File: src/rtl/dcache_fill_ctrl_pkg.sv
`default_nettype none
// ============================================================================
// Module   : dcache_fill_ctrl_pkg
// Purpose  : Shared widths, state encodings and helpers for the dcache fill
//            controller.
// Revision : 1.0 - initial release
// ============================================================================
package dcache_fill_ctrl_pkg;

    localparam logic [1:0] c_MEM_BYTE    = 2'd0;
    localparam logic [1:0] c_MEM_HALF    = 2'd1;
    localparam logic [1:0] c_MEM_WORD    = 2'd2;

    localparam int         c_RAM_ADDR_W  = 32;

    localparam logic [1:0] c_FC_IDLE     = 2'd0;
    localparam logic [1:0] c_FC_RD       = 2'd1;
    localparam logic [1:0] c_FC_WR       = 2'd2;
    localparam logic [1:0] c_FC_RFL      = 2'd3;

    typedef struct packed {
        logic [1:0]  width;
        logic [31:0] addr;
        logic [31:0] wdata;
    } fill_req_t;

    function automatic logic is_sub_word(input logic [1:0] width);
        return (width == c_MEM_BYTE) || (width == c_MEM_HALF);
    endfunction

    // Index of the final byte written by a store of the given width.
    function automatic logic [2:0] last_byte_idx(input logic [1:0] width);
        logic [2:0] idx;
        case (width)
            c_MEM_BYTE: idx = 3'd0;
            c_MEM_HALF: idx = 3'd1;
            default:    idx = 3'd3;
        endcase
        return idx;
    endfunction

    // Unused encoding 3 is handled as a word access.
    function automatic logic [31:0] align_addr(input logic [31:0] addr,
                                               input logic [1:0]  width);
        logic [31:0] a;
        case (width)
            c_MEM_BYTE: a = addr;
            c_MEM_HALF: a = {addr[31:1], 1'b0};
            default:    a = {addr[31:2], 2'b00};
        endcase
        return a;
    endfunction

endpackage
`default_nettype wire

File: src/rtl/dcache_fill_ctrl_lane_sel.sv
`default_nettype none
// ============================================================================
// Module   : mem_lane_sel
// Purpose  : Extracts the byte/half/word lane addressed by addr[1:0] from a
//            32-bit word, right-aligned and zero-extended.
// Revision : 1.0 - initial release
// ============================================================================
module mem_lane_sel
    import dcache_fill_ctrl_pkg::*;
(
    input  logic [31:0] i_word,
    input  logic [1:0]  i_addr_lo,
    input  logic [1:0]  i_width,
    output logic [31:0] o_lane
);

    always_comb begin
        o_lane = i_word;
        case (i_width)
            c_MEM_BYTE: begin
                case (i_addr_lo)
                    2'd0:    o_lane = {24'd0, i_word[7:0]};
                    2'd1:    o_lane = {24'd0, i_word[15:8]};
                    2'd2:    o_lane = {24'd0, i_word[23:16]};
                    default: o_lane = {24'd0, i_word[31:24]};
                endcase
            end
            c_MEM_HALF: begin
                o_lane = i_addr_lo[1] ? {16'd0, i_word[31:16]}
                                      : {16'd0, i_word[15:0]};
            end
            default: o_lane = i_word;
        endcase
    end

endmodule
`default_nettype wire

File: src/rtl/dcache_fill_ctrl.sv
`default_nettype none
// ============================================================================
// Module   : dcache_fill_ctrl
// Purpose  : Byte-serial RAM responder for MEM-stage loads/stores that keeps
//            the dcache coherent by refilling the whole aligned word.
// Revision : 1.0 - initial release
// ============================================================================
module dcache_fill_ctrl
    import dcache_fill_ctrl_pkg::*;
#(
    parameter int RamAddrW = c_RAM_ADDR_W
) (
    input  logic                clk,
    input  logic                rst,
    input  logic                rdy,
    input  logic                req_i,
    input  logic                we_i,
    input  logic [1:0]          width_i,
    input  logic [31:0]         addr_i,
    input  logic [31:0]         wdata_i,
    output logic                done_o,
    output logic [31:0]         rdata_o,
    output logic                busy_o,
    input  logic [7:0]          mem_din_i,
    output logic [7:0]          mem_dout_o,
    output logic [RamAddrW-1:0] mem_a_o,
    output logic                mem_wr_o,
    output logic                cache_we_o,
    output logic [31:0]         cache_waddr_o,
    output logic [31:0]         cache_wdata_o
);

    logic [1:0]  r_state;
    logic [1:0]  w_next_state;
    logic [2:0]  r_k;
    logic [2:0]  w_next_k;
    fill_req_t   r_req;
    logic [23:0] r_buf;
    logic [31:0] r_mem_a_last;

    logic [31:0] w_base;
    logic [31:0] w_word;
    logic [31:0] w_lane;
    logic        w_rd_end;
    logic        w_wr_last;
    logic        w_fire;
    logic        w_accept;

    logic [31:0] w_mem_a;
    logic [7:0]  w_mem_dout;
    logic        w_mem_wr;
    logic        w_cache_we;
    logic [31:0] w_cache_waddr;
    logic [31:0] w_cache_wdata;
    logic        w_done;
    logic [31:0] w_rdata;

    assign w_base    = {r_req.addr[31:2], 2'b00};
    assign w_word    = {mem_din_i, r_buf};
    assign w_rd_end  = (r_k == 3'd4);
    assign w_wr_last = (r_k == last_byte_idx(r_req.width));
    assign w_fire    = rdy && !rst;
    assign w_accept  = (r_state == c_FC_IDLE) && req_i && rdy;

    mem_lane_sel u_lane_sel (
        .i_word    (w_word),
        .i_addr_lo (r_req.addr[1:0]),
        .i_width   (r_req.width),
        .o_lane    (w_lane)
    );

    always_ff @(posedge clk) begin
        if (rst) begin
            r_state <= c_FC_IDLE;
            r_k     <= 3'd0;
        end else if (rdy) begin
            r_state <= w_next_state;
            r_k     <= w_next_k;
        end
    end

    always_comb begin
        w_next_state = r_state;
        w_next_k     = r_k;
        case (r_state)
            c_FC_IDLE: begin
                if (req_i) begin
                    w_next_state = we_i ? c_FC_WR : c_FC_RD;
                    w_next_k     = 3'd0;
                end
            end
            c_FC_RD, c_FC_RFL: begin
                if (w_rd_end) begin
                    w_next_state = c_FC_IDLE;
                    w_next_k     = 3'd0;
                end else begin
                    w_next_k     = r_k + 3'd1;
                end
            end
            c_FC_WR: begin
                if (w_wr_last) begin
                    w_next_state = is_sub_word(r_req.width) ? c_FC_RFL : c_FC_IDLE;
                    w_next_k     = 3'd0;
                end else begin
                    w_next_k     = r_k + 3'd1;
                end
            end
            default: begin
                w_next_state = c_FC_IDLE;
                w_next_k     = 3'd0;
            end
        endcase
    end

    // The RAM returns data one cycle after its address, so during a stall the
    // previous address is replayed; the reissued cycle then sees the same
    // byte it would have seen without the stall.
    always_ff @(posedge clk) begin
        if (rst) begin
            r_req        <= '0;
            r_buf        <= 24'd0;
            r_mem_a_last <= 32'd0;
        end else begin
            r_mem_a_last <= w_mem_a;
            if (w_accept) begin
                r_req.width <= width_i;
                r_req.addr  <= align_addr(addr_i, width_i);
                r_req.wdata <= wdata_i;
            end
            if (rdy && ((r_state == c_FC_RD) || (r_state == c_FC_RFL))) begin
                case (r_k)
                    3'd1:    r_buf[7:0]   <= mem_din_i;
                    3'd2:    r_buf[15:8]  <= mem_din_i;
                    3'd3:    r_buf[23:16] <= mem_din_i;
                    default: ;
                endcase
            end
        end
    end

    always_comb begin
        w_mem_a       = r_mem_a_last;
        w_mem_dout    = 8'd0;
        w_mem_wr      = 1'b0;
        w_cache_we    = 1'b0;
        w_cache_waddr = 32'd0;
        w_cache_wdata = 32'd0;
        w_done        = 1'b0;
        w_rdata       = 32'd0;
        case (r_state)
            c_FC_RD, c_FC_RFL: begin
                if (rdy && !w_rd_end) begin
                    w_mem_a = w_base + {29'd0, r_k};
                end
                if (w_rd_end && w_fire) begin
                    w_cache_we    = 1'b1;
                    w_cache_waddr = w_base;
                    w_cache_wdata = w_word;
                    w_done        = 1'b1;
                    w_rdata       = (r_state == c_FC_RD) ? w_lane : 32'd0;
                end
            end
            c_FC_WR: begin
                if (rdy) begin
                    w_mem_a = r_req.addr + {29'd0, r_k};
                end
                w_mem_dout = r_req.wdata[{r_k[1:0], 3'b000} +: 8];
                w_mem_wr   = w_fire;
                if (w_wr_last && !is_sub_word(r_req.width) && w_fire) begin
                    w_cache_we    = 1'b1;
                    w_cache_waddr = w_base;
                    w_cache_wdata = r_req.wdata;
                    w_done        = 1'b1;
                end
            end
            default: ;
        endcase
    end

    assign busy_o        = (r_state != c_FC_IDLE);
    assign done_o        = w_done;
    assign rdata_o       = w_rdata;
    assign mem_a_o       = RamAddrW'(w_mem_a);
    assign mem_dout_o    = w_mem_dout;
    assign mem_wr_o      = w_mem_wr;
    assign cache_we_o    = w_cache_we;
    assign cache_waddr_o = w_cache_waddr;
    assign cache_wdata_o = w_cache_wdata;

endmodule
`default_nettype wire

File: config.mk
export PLATFORM = sky130hd
export DESIGN_NAME = dcache_fill_ctrl
export DESIGN_NICKNAME = d
export VERILOG_FILES = /design/src/rtl/dcache_fill_ctrl_pkg.sv /design/src/rtl/dcache_fill_ctrl_lane_sel.sv /design/src/rtl/dcache_fill_ctrl.sv
export SDC_FILE = /design/constraint.sdc
export NUM_CORES = 1
export LEC_CHECK = 0
export ABC_AREA = 1
export CAP_MARGIN = 30
export CORE_UTILIZATION = 51
export DETAILED_ROUTE_END_ITERATION = 12
export PLACE_DENSITY = 0.92
export SYNTH_ARGS = -nofsm -noshare
export SYNTH_HDL_FRONTEND = slang
export SYNTH_HIERARCHICAL = 1
export SYNTH_SLANG_ARGS = --single-unit
File: constraint.sdc
create_clock -name clk -period 2.75 [get_ports clk]
set_input_delay 0.4125 -clock clk [delete_from_list [all_inputs] [get_ports clk]]
set_output_delay 0.4125 -clock clk [all_outputs]
set_load 0.02 [all_outputs]
==> impl_metrics.py, run 1 <==
metrics = {
    "floorplan": {
        "fp.dieH_um": 133,
        "die_w_um": 133,
        "fp-row-count": 47,
        "ios": 219,
        "core-area_sq_um": 16640,
        "die-area_sq_um": 17690,
        "start_util_pct": 52.59,
    },
    "grt": {
        "grt_max_degree": 95,
        "track_usage_pct": 40.22,
        "grt_pass1_wl_um": 55110,
        "antenna_found_initial": 0,
        "grt_pass1_vias": 10396,
        "grt_overflow_total": 0,
    },
    "power_and_ir_drop": {
        "combPwrFrac_pct": 26.4,
        "p_int_w": 0.003931,
        "power_switching_w": 0.002060,
        "p_clk_share_pct": 38.2,
        "p_leak_nw": 5.756,
        "vdd_drop_max_v": 0.0006268,
        "power_switching_share_pct": 34.38,
        "power_frac_seq_pct": 35.3,
        "powerDensity_nw_per_um2": 470.0,
    },
    "clock_tree": {
        "path_clk_slew_ns": 0.06,
        "clock-root-buffer": "clkbuf_16",
        "clock_latency_ns": 0.43,
        "cts_num_sinks": 127,
        "clockBufferDepth": 2,
        "cts_inserted_buffers": 17,
        "cts_max_level": 4,
        "cts_tree": "yes",
        "postCtsHoldBufs": 0,
    },
    "cells_and_area": {
        "syn_to_final_growth_pct": 45.62,
        "fillers": 1274,
        "final_area_sq_um": 12740,
        "drive_gt1_share_pct": 22.87,
        "diodes": 0,
        "final_util_pct": 76.58,
        "nets": 1847,
    },
    "worst_hold_path": {
        "hold_end": "r_req[4]$_SDFFE_PP0P_",
        "whs_path_depth": 2,
        "min-delay-path-class": "flop to flop",
        "min_from": "r_req[4]$_SDFFE_PP0P_",
    },
    "timing": {
        "maxSlewHeadroom_pct": 60.83,
        "setup_viol": 30,
        "tightest_slew_ns": 0.5814,
        "final.min_clock_period_ns": 3.070,
        "finalClockSkew_ns": 0.01416,
        "rsz0062_at_grt": "yes",
        "report.final.slew_viol_count": 0,
        "finalCritPeriodShare_pct": 111.6,
        "holdWs_ns": 0.4645,
        "max_freq_ghz": 0.3257,
        "layout_setup_ws_ns": -0.3201,
        "hold_viol_final": 0,
    },
    "worst_setup_path": {
        "r2r_cells": 13,
        "arrival_ns": 2.66,
        "ff2ff_setup_slack_ns": 0.25,
        "cp_max_fo": 4,
        "reg2reg_to": "r_mem_a_last[12]$_SDFF_PP0_",
        "crit_type": "flop to primary output",
        "endpoint_kind": "primary output",
        "r2r-start": "r_k[0]$_SDFFE_PP0P_",
        "cp-start-kind": "flop",
        "cp_data_required_time_ns": 2.34,
    },
    "synthesis": {
        "yosysMostFrequentCell": "nand2_1",
        "synthTopCellsByArea": "dfxtp_1, nand2_1, o21ai_0, nor2_1, a21oi_1",
        "synthCells": 1467,
        "yosys_register_bits": 127,
        "yosysTopAreaCell": "dfxtp_1",
        "synth_warnings": 6,
        "yosysSeqAreaShare_pct": 29.05,
        "synth-edff-count": 0,
        "netlist_area_sq_um": 8752,
        "synth-main-ff-cell": "dfxtp_1",
        "ys_types": 42,
        "synth_top_area_share_pct": 29.05,
        "netlist_top_cells_count": "nand2_1, nor2_1, inv_1, o21ai_0, a21oi_1",
        "syn_avg_cell_area_sq_um": 5.966,
        "async_reset_ff_share_pct": 0,
    },
    "place": {
        "io_buffers": 216,
        "place.gp.congestion": 1.007,
        "place_area_sq_um": 11570,
        "dp_hpwl_um": 26090,
    },
    "routing": {
        "drtIter0Drc": 1749,
        "drt-vias-per-instance": 6.006,
        "wirelength_um": 39520,
        "drc_errors": 0,
        "vias": 11957,
        "ant_nets": 0,
        "firstDrtPassIters": 10,
        "wl_per_cell_um": 19.85,
    },
    "run_status": {
        "violations": "setup timing",
        "outcome": "finished, violations left",
    },
    "run": {
        "drv_cap": 0,
    },
}
## power by group through the flow
stage | Sequential, W | Combinational (W) | Clock [W]
4_1_cts | 0.00210 | 0.00141 | 0.00228
3_5_place_dp | 0.00213 | 0.00143 | 0
5_1_grt | 0.00212 | 0.00168 | 0.00235
3_3_place_gp | 0.00213 | 0.00140 | 0
6_report | 0.00212 | 0.00158 | 0.00229
2_1_floorplan | 0.00210 | 0.000791 | 0
## flip-flops by register name (all words and copies together) (netlist names)
name          cells
r_state           2
r_mem_a_last     32
r_k               3
r_buf            24
r_req            66
## critical path: stages (launching register included)
cell	delay, ns
dfxtp_4	0.39
ha_4	0.15
inv_2	0.04
fa_2	0.47
o21ai_4	0.21
buf_4	0.16
nand2_4	0.09
nand2_2	0.08
nand3_1	0.12
o211ai_1	0.18
nand2_1	0.16
buf_6	0.16
## metal layers
layer	track usage (%)	wire [um]	vias to the layer above
met4	18.71	2575	0
met2	64.66	17540	1065
met5	0	0	-
met3	10.31	5255	281
met1	50.24	14150	5352
li1	-	-	5259
## metrics by stage
step                setup slack [ns]  total power (W)  instances  setup TNS, ns
global route                 -0.4053         0.006153       1991         -7.855
floorplan                     0.4192         0.002892       1468              0
finish                       -0.3201         0.005990       1991         -3.634
CTS                          -0.1601         0.005791       1958         -1.944
global placement             -0.2654         0.003530       1916         -14.23
detailed placement           -0.2749         0.003560       1916         -18.53
## layout by cell type (no fill, tap or decap), drive strengths merged, types with 3 or more instances in the layout
cell           count
clkinvlp           4
o21ai            171
dlymetal6s2s       6
a31oi              3
clkdlybuf4s15      5
clkbuf            48
clkdlybuf4s50     82
ha                 9
nor2             217
xor2               9
dlygate4sd2       33
dfxtp            127
inv              181
a21oi            132
clkinv             7
nand2            417
o211ai            17
nand3             88
buf              187
o22ai              4
## how the worst max path moves through the flow
stage,startpoint,to,cells past startpoint
after global routing,r_k[0]$_SDFFE_PP0P_,mem_a_o[28],13
after CTS,r_k[0]$_SDFFE_PP0P_,mem_a_o[24],13
after global placement,rdy,cache_wdata_o[15],9
after floorplan,rst,cache_wdata_o[12],7
after detailed placement,rdy,cache_wdata_o[12],9
final,r_k[0]$_SDFFE_PP0P_,mem_a_o[8],11
## layout make-up
cell class	instances	area (sq um)	area share [%]
clock inverter	15	162.7	1.276
clock buffer	17	425.4	3.338
timing repair buffer	345	3087	24.22
inverter	179	683.2	5.360
tap	220	275.3	2.160
sequential	127	2567	20.15
multi-input combinational	1088	5544	43.50
## cells by family after synthesis
logic type      count (synthesis)  synth area share [%]
xor+xnor                       10                 1.001
simple gates                  727                 35.97
fa+ha+maj                      10                 1.515
compound gates                339                 20.53
buf+inv                       253                 11.89
flops                         127                 29.05
other cells                     1               0.04285
## repair_timing
item,CTS,global route
hold endpoints to repair,0,0
buffers inserted,9,30
setup endpoints to repair,130,100
pin swaps,13,45
gates cloned,1,3
gates resized for setup,401,226
Power figures use the tool's default switching activity.
==> run 2: changes to the inputs <==
- ABC_CLOCK_PERIOD_IN_PS: unset -> 2750
==> results of run 2 <==
Final layout, timing and power as in run 1 (identical DEF).
